## src/rtl/pipelined_alu.sv

```systemverilog
// pipelined_alu: handshaked execute-stage ALU with registered result/zero.
//
// Single-cycle ops (AND/OR/ADD/XOR/SLL/SRL/SUB/SLTU/SLT/SRA, illegal) produce
// out_valid one cycle after accept. MUL/MULHU (and DIVU/REMU when enabled)
// run a fixed WIDTH-iteration shift-add / restoring-divide loop.
//
// Optional feature macro: PIPELINED_ALU_DIV_EN
//   defined   -> DIVU/REMU implemented (RISC-V divide-by-zero semantics)
//   undefined -> divider removed, 1100/1101 decode as illegal (result 0)
//
// Ports:
//   clk, rst_n          clock (rising edge), async active-low reset
//   in_valid/in_ready   input handshake for a, b, alu_control
//   out_valid/out_ready output handshake for result, zero
//   result, zero        registered result and (result == 0)
//   busy                high while a multi-cycle op is iterating
module pipelined_alu #(
  parameter int WIDTH = 32,
  parameter int SHW   = $clog2(WIDTH)
) (
  input  logic             clk,
  input  logic             rst_n,
  input  logic             in_valid,
  output logic             in_ready,
  input  logic [WIDTH-1:0] a,
  input  logic [WIDTH-1:0] b,
  input  logic [3:0]       alu_control,
  output logic             out_valid,
  input  logic             out_ready,
  output logic [WIDTH-1:0] result,
  output logic             zero,
  output logic             busy
);

  localparam logic [3:0] OP_AND   = 4'b0000;
  localparam logic [3:0] OP_OR    = 4'b0001;
  localparam logic [3:0] OP_ADD   = 4'b0010;
  localparam logic [3:0] OP_XOR   = 4'b0011;
  localparam logic [3:0] OP_SLL   = 4'b0100;
  localparam logic [3:0] OP_SRL   = 4'b0101;
  localparam logic [3:0] OP_SUB   = 4'b0110;
  localparam logic [3:0] OP_SLTU  = 4'b0111;
  localparam logic [3:0] OP_SLT   = 4'b1000;
  localparam logic [3:0] OP_SRA   = 4'b1001;
  localparam logic [3:0] OP_MUL   = 4'b1010;
  localparam logic [3:0] OP_MULHU = 4'b1011;
`ifdef PIPELINED_ALU_DIV_EN
  localparam logic [3:0] OP_DIVU  = 4'b1100;
  localparam logic [3:0] OP_REMU  = 4'b1101;
`endif

  localparam logic [SHW:0] CNT_INIT = (SHW+1)'(WIDTH);
  localparam logic [SHW:0] CNT_ONE  = (SHW+1)'(1);

  typedef enum logic {ST_IDLE, ST_BUSY} state_t;

  state_t             r_state;
  logic [SHW:0]       r_count;
  logic               r_opHi;
  logic [WIDTH-1:0]   r_opnd;
  logic [2*WIDTH-1:0] r_acc;
  logic               r_outValid;
  logic [WIDTH-1:0]   r_result;
  logic               r_zero;

  logic [SHW-1:0]     w_shamt;
  logic [WIDTH-1:0]   w_aluResult;
  logic               w_isMulti;
  logic               w_accept;
  logic [WIDTH:0]     w_mulSum;
  logic [2*WIDTH-1:0] w_mulNext;
  logic [2*WIDTH-1:0] w_iterNext;
  logic [WIDTH-1:0]   w_finalResult;

  assign w_shamt   = b[SHW-1:0];
  assign in_ready  = (r_state == ST_IDLE) && (!r_outValid || out_ready);
  assign w_accept  = in_valid && in_ready;
  assign busy      = (r_state == ST_BUSY);
  assign out_valid = r_outValid;
  assign result    = r_result;
  assign zero      = r_zero;

  // Single-cycle datapath; multi-cycle and illegal encodings yield 0 here.
  always_comb begin
    w_aluResult = '0;
    case (alu_control)
      OP_AND:  w_aluResult = a & b;
      OP_OR:   w_aluResult = a | b;
      OP_ADD:  w_aluResult = a + b;
      OP_XOR:  w_aluResult = a ^ b;
      OP_SLL:  w_aluResult = a << w_shamt;
      OP_SRL:  w_aluResult = a >> w_shamt;
      OP_SUB:  w_aluResult = a - b;
      OP_SLTU: w_aluResult = {{(WIDTH-1){1'b0}}, (a < b)};
      OP_SLT:  w_aluResult = {{(WIDTH-1){1'b0}}, ($signed(a) < $signed(b))};
      OP_SRA:  w_aluResult = $unsigned($signed(a) >>> w_shamt);
      default: w_aluResult = '0;
    endcase
  end

  // Which encodings take the iterative path.
  always_comb begin
    w_isMulti = 1'b0;
    case (alu_control)
      OP_MUL, OP_MULHU: w_isMulti = 1'b1;
`ifdef PIPELINED_ALU_DIV_EN
      OP_DIVU, OP_REMU: w_isMulti = 1'b1;
`endif
      default:          w_isMulti = 1'b0;
    endcase
  end

  // Shift-add multiply: upper half accumulates the multiplicand when the
  // current multiplier bit (acc[0]) is set, then the whole product shifts right.
  assign w_mulSum  = {1'b0, r_acc[2*WIDTH-1:WIDTH]} + (r_acc[0] ? {1'b0, r_opnd} : '0);
  assign w_mulNext = {w_mulSum, r_acc[WIDTH-1:1]};

`ifdef PIPELINED_ALU_DIV_EN
  logic               r_opDiv;
  logic [WIDTH:0]     w_remShift;
  logic               w_divGe;
  logic [WIDTH-1:0]   w_divDiff;
  logic [2*WIDTH-1:0] w_divNext;

  // Restoring divide: acc = {remainder, dividend/quotient}. With a zero
  // divisor every step "succeeds", giving all-ones quotient and remainder = a.
  assign w_remShift = r_acc[2*WIDTH-1:WIDTH-1];
  assign w_divGe    = (w_remShift >= {1'b0, r_opnd});
  assign w_divDiff  = w_remShift[WIDTH-1:0] - r_opnd;
  assign w_divNext  = {(w_divGe ? w_divDiff : w_remShift[WIDTH-1:0]),
                       r_acc[WIDTH-2:0], w_divGe};
  assign w_iterNext = r_opDiv ? w_divNext : w_mulNext;
`else
  assign w_iterNext = w_mulNext;
`endif

  // MULHU (1011) and REMU (1101) both take the upper half; MUL/DIVU the lower.
  assign w_finalResult = r_opHi ? w_iterNext[2*WIDTH-1:WIDTH] : w_iterNext[WIDTH-1:0];

  // Control FSM plus result/handshake registers.
  always_ff @(posedge clk or negedge rst_n) begin
    if (!rst_n) begin
      r_state    <= ST_IDLE;
      r_count    <= '0;
      r_opHi     <= 1'b0;
      r_opnd     <= '0;
      r_acc      <= '0;
      r_outValid <= 1'b0;
      r_result   <= '0;
      r_zero     <= 1'b1;
`ifdef PIPELINED_ALU_DIV_EN
      r_opDiv    <= 1'b0;
`endif
    end else begin
      case (r_state)
        ST_IDLE: begin
          if (w_accept) begin
            if (w_isMulti) begin
              r_state    <= ST_BUSY;
              r_count    <= CNT_INIT;
              r_opHi     <= alu_control[0];
              r_outValid <= 1'b0;
`ifdef PIPELINED_ALU_DIV_EN
              r_opDiv    <= alu_control[2];
              if (alu_control[2]) begin
                r_acc  <= {{WIDTH{1'b0}}, a};
                r_opnd <= b;
              end else begin
                r_acc  <= {{WIDTH{1'b0}}, b};
                r_opnd <= a;
              end
`else
              r_acc      <= {{WIDTH{1'b0}}, b};
              r_opnd     <= a;
`endif
            end else begin
              r_result   <= w_aluResult;
              r_zero     <= (w_aluResult == '0);
              r_outValid <= 1'b1;
            end
          end else if (out_ready) begin
            r_outValid <= 1'b0;
          end
        end
        ST_BUSY: begin
          r_acc   <= w_iterNext;
          r_count <= r_count - CNT_ONE;
          if (r_count == CNT_ONE) begin
            r_result   <= w_finalResult;
            r_zero     <= (w_finalResult == '0);
            r_outValid <= 1'b1;
            r_state    <= ST_IDLE;
          end
        end
        default: r_state <= ST_IDLE;
      endcase
    end
  end

endmodule

```

## config.mk

```make
export PLATFORM = sky130hd
export DESIGN_NAME = pipelined_alu
export DESIGN_NICKNAME = d
export VERILOG_FILES = /design/src/rtl/pipelined_alu.sv
export SDC_FILE = /design/constraint.sdc
export NUM_CORES = 1
export LEC_CHECK = 0
export BUFFER_PORTS_ARGS = -buffer_cell sky130_fd_sc_hd__buf_2
export CAP_MARGIN = 15
export CORE_ASPECT_RATIO = 2
export CORE_UTILIZATION = 40
export CTS_CLUSTER_SIZE = 16
export DETAILED_ROUTE_END_ITERATION = 8
export GPL_TIMING_DRIVEN = 0
export PLACE_DENSITY_LB_ADDON = 0.12
export RECOVER_POWER = 25
export SLEW_MARGIN = 5
export SYNTH_ARGS = -nofsm -noshare
export SYNTH_HDL_FRONTEND = slang
export SYNTH_SLANG_ARGS = --single-unit
```

## constraint.sdc

```tcl
create_clock -name clk -period 5.1 [get_ports clk]
set_clock_uncertainty 0.1 [all_clocks]
set_input_delay 0.51 -clock clk [delete_from_list [all_inputs] [get_ports clk]]
set_output_delay 0.51 -clock clk [all_outputs]
set_load 0.05 [all_outputs]
```

==> summary.txt, run 1 <==
Placement
  – Final GP Congestion: 1.13
  – Pre-CTS WS: -2.12 ns
  – Final HPWL DP: 96.7 mm
  – Count of input and output buffers: 107

Floorplan
  – Starting Density: 40.5%
  – Die height: 304 microns
  – Row count: 110
  – Die outline width: 153 microns
  – # IOs: around 110

Status
  – Last stage: global routing (5_1_grt)
  – Log Error: [ERROR GRT-0116] Global routing finished with congestion. Check the congestion regions in the DRC Viewer.
  – Status: did not finish

Global route
  – GRT Util Overall: 56.0%
  – Vias in the first global route: 24224
  – Largest net degree at the start of global routing: 90
  – First-pass GRT wire length: 186 mm
  – Total gr overflow: just over 50

Synthesis
  – Yosys warns: 0
  – Top FF cell, synth: dfrtp_1
  – Top-area cell type share of the netlist area: between 10% and 20%
  – Post-synthesis sequential area ratio: 19.0%
  – Largest area contributor in the netlist: dfrtp_1
  – Post-Syn Instances: 2352
  – Synthesis-stage register bit count: 138
  – Syn Nets: 2561
  – Synth top area cells: dfrtp_1 (19%), ha_1 (9.2%), nand2_1 (5.5%)
  – EDFF count, synth: 0
  – Synth unique cells: 97
  – Post-Syn Area: 0.0182 sq mm
  – Mapped Avg Cell Area: between 7 and 8 sq um
  – Post-synth ARST share: between 90% and 100%

Clock network
  – H-tree levels: 4
  – TritonCTS Sinks: between 100 and 150
  – CTS max path bufs: 3
  – Root Driver: clkbuf_16
  – CTS Buf Count: 25
-- per-layer routing --
metal,GRT usage (%),GRT overflow
met1,51.7,0
met2,86.3,25
met3,21.7,1
met4,69.2,25
met5,0,0
-- cell usage after synthesis (19+ instances only) --
master	number
a211o_1	21
a211oi_1	39
a21o_1	40
a21oi_1	141
a22oi_1	21
a31oi_1	28
and2_1	39
and3_1	19
clkbuf_1	111
dfrtp_1	137
ha_1	134
inv_1	107
mux2_2	23
mux2i_1	69
mux4_2	43
nand2_1	268
nand2b_1	24
nand3_1	50
nand4_1	28
nor2_1	227
nor2b_1	31
nor3_1	52
nor4_1	29
o211ai_1	30
o21ai_0	182
o22ai_1	59
xnor2_1	33
-- cells by family after synthesis --
logic type               synth area share (%)
AND/OR/NAND/NOR                          22.4
AO/OA/AOI/OAI                            27.6
buffers and inverters                    6.82
multiplexers                             12.3
flip-flops                               19.0
adder cells (fa/ha/maj)                  9.54
XOR/XNOR                                 2.31
-- stage by stage --
stage	instances	setup TNS [ns]	area (sq um)
floorplan	2352	0	18200
detailed placement	3022	-29.23	19500
CTS	3055	0	20400
global placement	3019	-28.80	19400
-- what timing repair did --
action	in CTS
gates resized for setup	40
hold buffers	1
endpoints found under the setup margin	22
setup buffers	2
endpoints found under the hold margin	49
==> run 2: changes to the inputs <==
Settings changed: CORE_ASPECT_RATIO 2 to not set, CORE_UTILIZATION 40 to 25, CTS_CLUSTER_SIZE 16 to not set, PLACE_DENSITY_LB_ADDON 0.12 to 0.15.
==> run 2 against run 1 <==
Against the previous run:
- the flow now finishes, with violations (max-capacitance violations, max-slew violations, negative setup slack)
- synthesized cell count is the same
- area after synthesis did not move
==> summary.txt, run 2 <==
Final layout
  – Max FFs per register: 64
  – Layout fillers: approximately 8000
  – Largest register by flop count: r_acc
  – Area delta synth->final: 14.3%
  – Most frequent cells in the layout: nand2_1 (268), nor2_1 (227), o21ai_0 (180)
  – Fraction of layout cells with a size suffix above 1: roughly an eighth
  – Final #Nets: 2692
  – Commonest non-fill, non-tap cell in the layout: nand2_1
  – Finished Cell Area: ~0.021 sq mm

Global route
  – First-pass GRT wire length: 157 mm
  – Top Usage Layer GRT: met2
  – Met2 GRT Util: 49.4%
  – GRT met3 Usage: 4.03%
  – Total gr overflow: 0
  – Largest net degree at the start of global routing: 78
  – Antenna violations before repair: 4
  – Global routing usage on met1: 37.3%
  – GRT Util Overall: 29.8%
  – Vias in the first global route: roughly 20000

Floorplan
  – Die area: 0.0739 sq mm
  – Row count: 98 (was 110)
  – # IOs: 108 (unchanged)
  – Die outline width: 272 microns (was 153 microns)
  – Die height: 272 microns (was 304 microns)
  – Core Box Area: 0.0717 sq mm
  – Starting Density: 25.4% (was 40.5%)

Clock network
  – Root Driver: clkbuf_16 (unchanged)
  – TritonCTS Sinks: 138 (unchanged)
  – CTS Buf Count: 17 (was 25)
  – Clk pin slew, worst setup/hold paths: roughly 0.07 ns
  – CTS max path bufs: 2 (was 3)
  – Clk_lat worst skew: ~0.46 ns
  – TritonCTS clock tree: done
  – H-tree levels: 4 (unchanged)

Placement
  – Final HPWL DP: 91.6 mm (was 96.7 mm)
  – DP Area: 0.0200 sq mm (was 0.0195 sq mm)
  – Count of input and output buffers: 107 (unchanged)
  – Final GP Congestion: 1.02 (was 1.13)

Synthesis
  – Post-synth ARST share: 100% (unchanged)
  – Synthesis-stage register bit count: 138 (unchanged)
  – Top-area cell type share of the netlist area: 18.8% (unchanged)
  – Post-Syn Instances: 2352 (unchanged)
  – Syn Nets: 2561 (unchanged)
  – Synth unique cells: 97 (unchanged)
  – Largest area contributor in the netlist: dfrtp_1 (unchanged)
  – Post-synthesis sequential area ratio: 19.0% (unchanged)
  – Most frequent cell after synthesis: nand2_1 (unchanged)
  – Mapped Avg Cell Area: 7.74 sq um (unchanged)
  – Synth top area cells: dfrtp_1 (19%), ha_1 (9.2%), nand2_1 (5.5%) (unchanged)
  – Top FF cell, synth: dfrtp_1 (unchanged)
  – Post-Syn Area: 0.0182 sq mm (unchanged)
  – Yosys warns: 0 (unchanged)
  – Post-synth top cells: nand2_1 (268), nor2_1 (227), o21ai_0 (182) (unchanged)
  – EDFF count, synth: 0 (unchanged)

Routing
  – Avg Vias per Cell: slightly above 6
  – Iter 0 DRT Violations: 2570
  – DRT Pass-1 Iters: 6
  – Drc violations: 0
  – Post-Route WL: 112 mm
  – Wire length per cell: 32.6 microns
  – Via count: around 21000
  – Antenna viol nets, final: 0

Status
  – Status: finished with violations (was did not finish)
  – Failing checks: max-capacitance violations, max-slew violations, negative setup slack

STA
  – Fin crit share: 102%
  – Fin. Hold Viols: 0
  – Final setup viols: 1
  – RSZ-0062 raised after global routing: true
  – Hold slack: 0.295 ns
  – Final Worst Setup Slack: -0.0981 ns
  – Max-slew violations: 62
  – Slew @ Worst Pin: 3.56 ns
  – FMAX: approximately 190 MHz
  – Setup TNS: -0.0981 ns
  – Slew margin rel.: -137%
  – Time the worst path needs with I/O delays and setup: 5.20 ns

Min path
  – Hold WC Path Type: input port to flip-flop

Power
  – Leak Pwr: 8.74 nW
  – Peak VDD IR: 294 uV
  – Power Density: ~400 mW/mm^2
  – Power Total: 8.19 mW

Job
  – Max Cap Viol: 1

Worst setup path
  – Worst EP arrival: about 5.5 ns
  – Worst setup SP type: input port
  – Worst Path Required: 5.40 ns
  – Crit path max fanout: 10
  – CP Class: input port to flip-flop
  – Worst setup EP type: flip-flop
==> run 2: routing by layer <==
layer	up-vias	part of all wire, %	wire [microns]
met1	10471	40	45500
met5	-	0.0080	9
met3	267	6.8	7660
met4	2	6.2	6990
met2	1090	46	52300
li1	9046	-	-
==> run 2: through the flow <==
stage                     cells  setup WS, ns  util (%)
after floorplan            2352         0.619         -
after global placement     3409         -2.02      27.8
after detailed placement   3412         -1.87      27.9
after CTS                  3445        0.0171      28.9
after global routing       3446       -0.0451      29.0
final                      3451       -0.0981      29.0
==> run 2: power breakdown <==
group / leakage (nW) / switching (mW) / total, mW / internal [mW]
Clock: 0.292 / 0.603 / 1.27 / 0.668
Sequential: 1.68 / 0.320 / 1.87 / 1.55
Combinational: 6.77 / 3.53 / 5.05 / 1.52
==> run 2: repair_timing <==
item | 4_1_cts | 5_1_grt
hold buffers | 1 | 0
pin swaps | 0 | 1
resized for setup | 26 | 21
buffers inserted | 1 | 1
hold endpoints to repair | 61 | 0
endpoints found under the setup margin | 25 | 5
==> run 2: cell families after synthesis <==
group,Yosys count,synth area share (%)
buf+inv,279,6.82
fa+ha+maj,137,9.54
simple gates,851,22.4
mux,147,12.3
flops,138,19.0
xor+xnor,48,2.31
compound gates,752,27.6
==> run 2: final cells by class <==
class | count | area (sq um) | share of cell area, %
clock inverter | 14 | 148 | 0.709
tap | 950 | 1190 | 5.71
sequential | 138 | 3450 | 16.6
buffer | 166 | 848 | 4.07
inverter | 112 | 425 | 2.04
timing repair buffer | 113 | 598 | 2.87
multi-input combinational | 1935 | 13700 | 65.8
antenna | 5 | 12.5 | 0.0601
clock buffer | 18 | 439 | 2.11
==> run 2: final timing paths <==
path | start | slack [ns] | cells after the start | end
hold reg to reg | result[12] | 0.37 | 2 | result[12]
max in group asynchronous | rst_n | 1.18 | 2 | r_acc[26]
setup / recovery | alu_control[3] | -0.1 | 15 | zero
hold / removal | out_ready | 0.29 | 4 | out_valid
min in group asynchronous | rst_n | 1.73 | 2 | r_count[1]
setup reg to reg | r_acc[0] | 0.21 | 16 | zero
==> run 2: worst max-delay path, cell delays in order <==
cell and delay [ns]:
buf_2 0.20, or4b_2 0.15, clkbuf_1 0.53, nor2_1 0.31
clkbuf_1 0.46, a221oi_1 0.54, o311ai_0 0.21, nor4_1 0.75
o21ai_1 0.52, a211oi_1 0.36, and4_1 0.27, nand4_1 0.19
nor3_1 0.25, nand3_1 0.11, nand3_1 0.09
No activity file was read; power rests on OpenSTA's default activity.
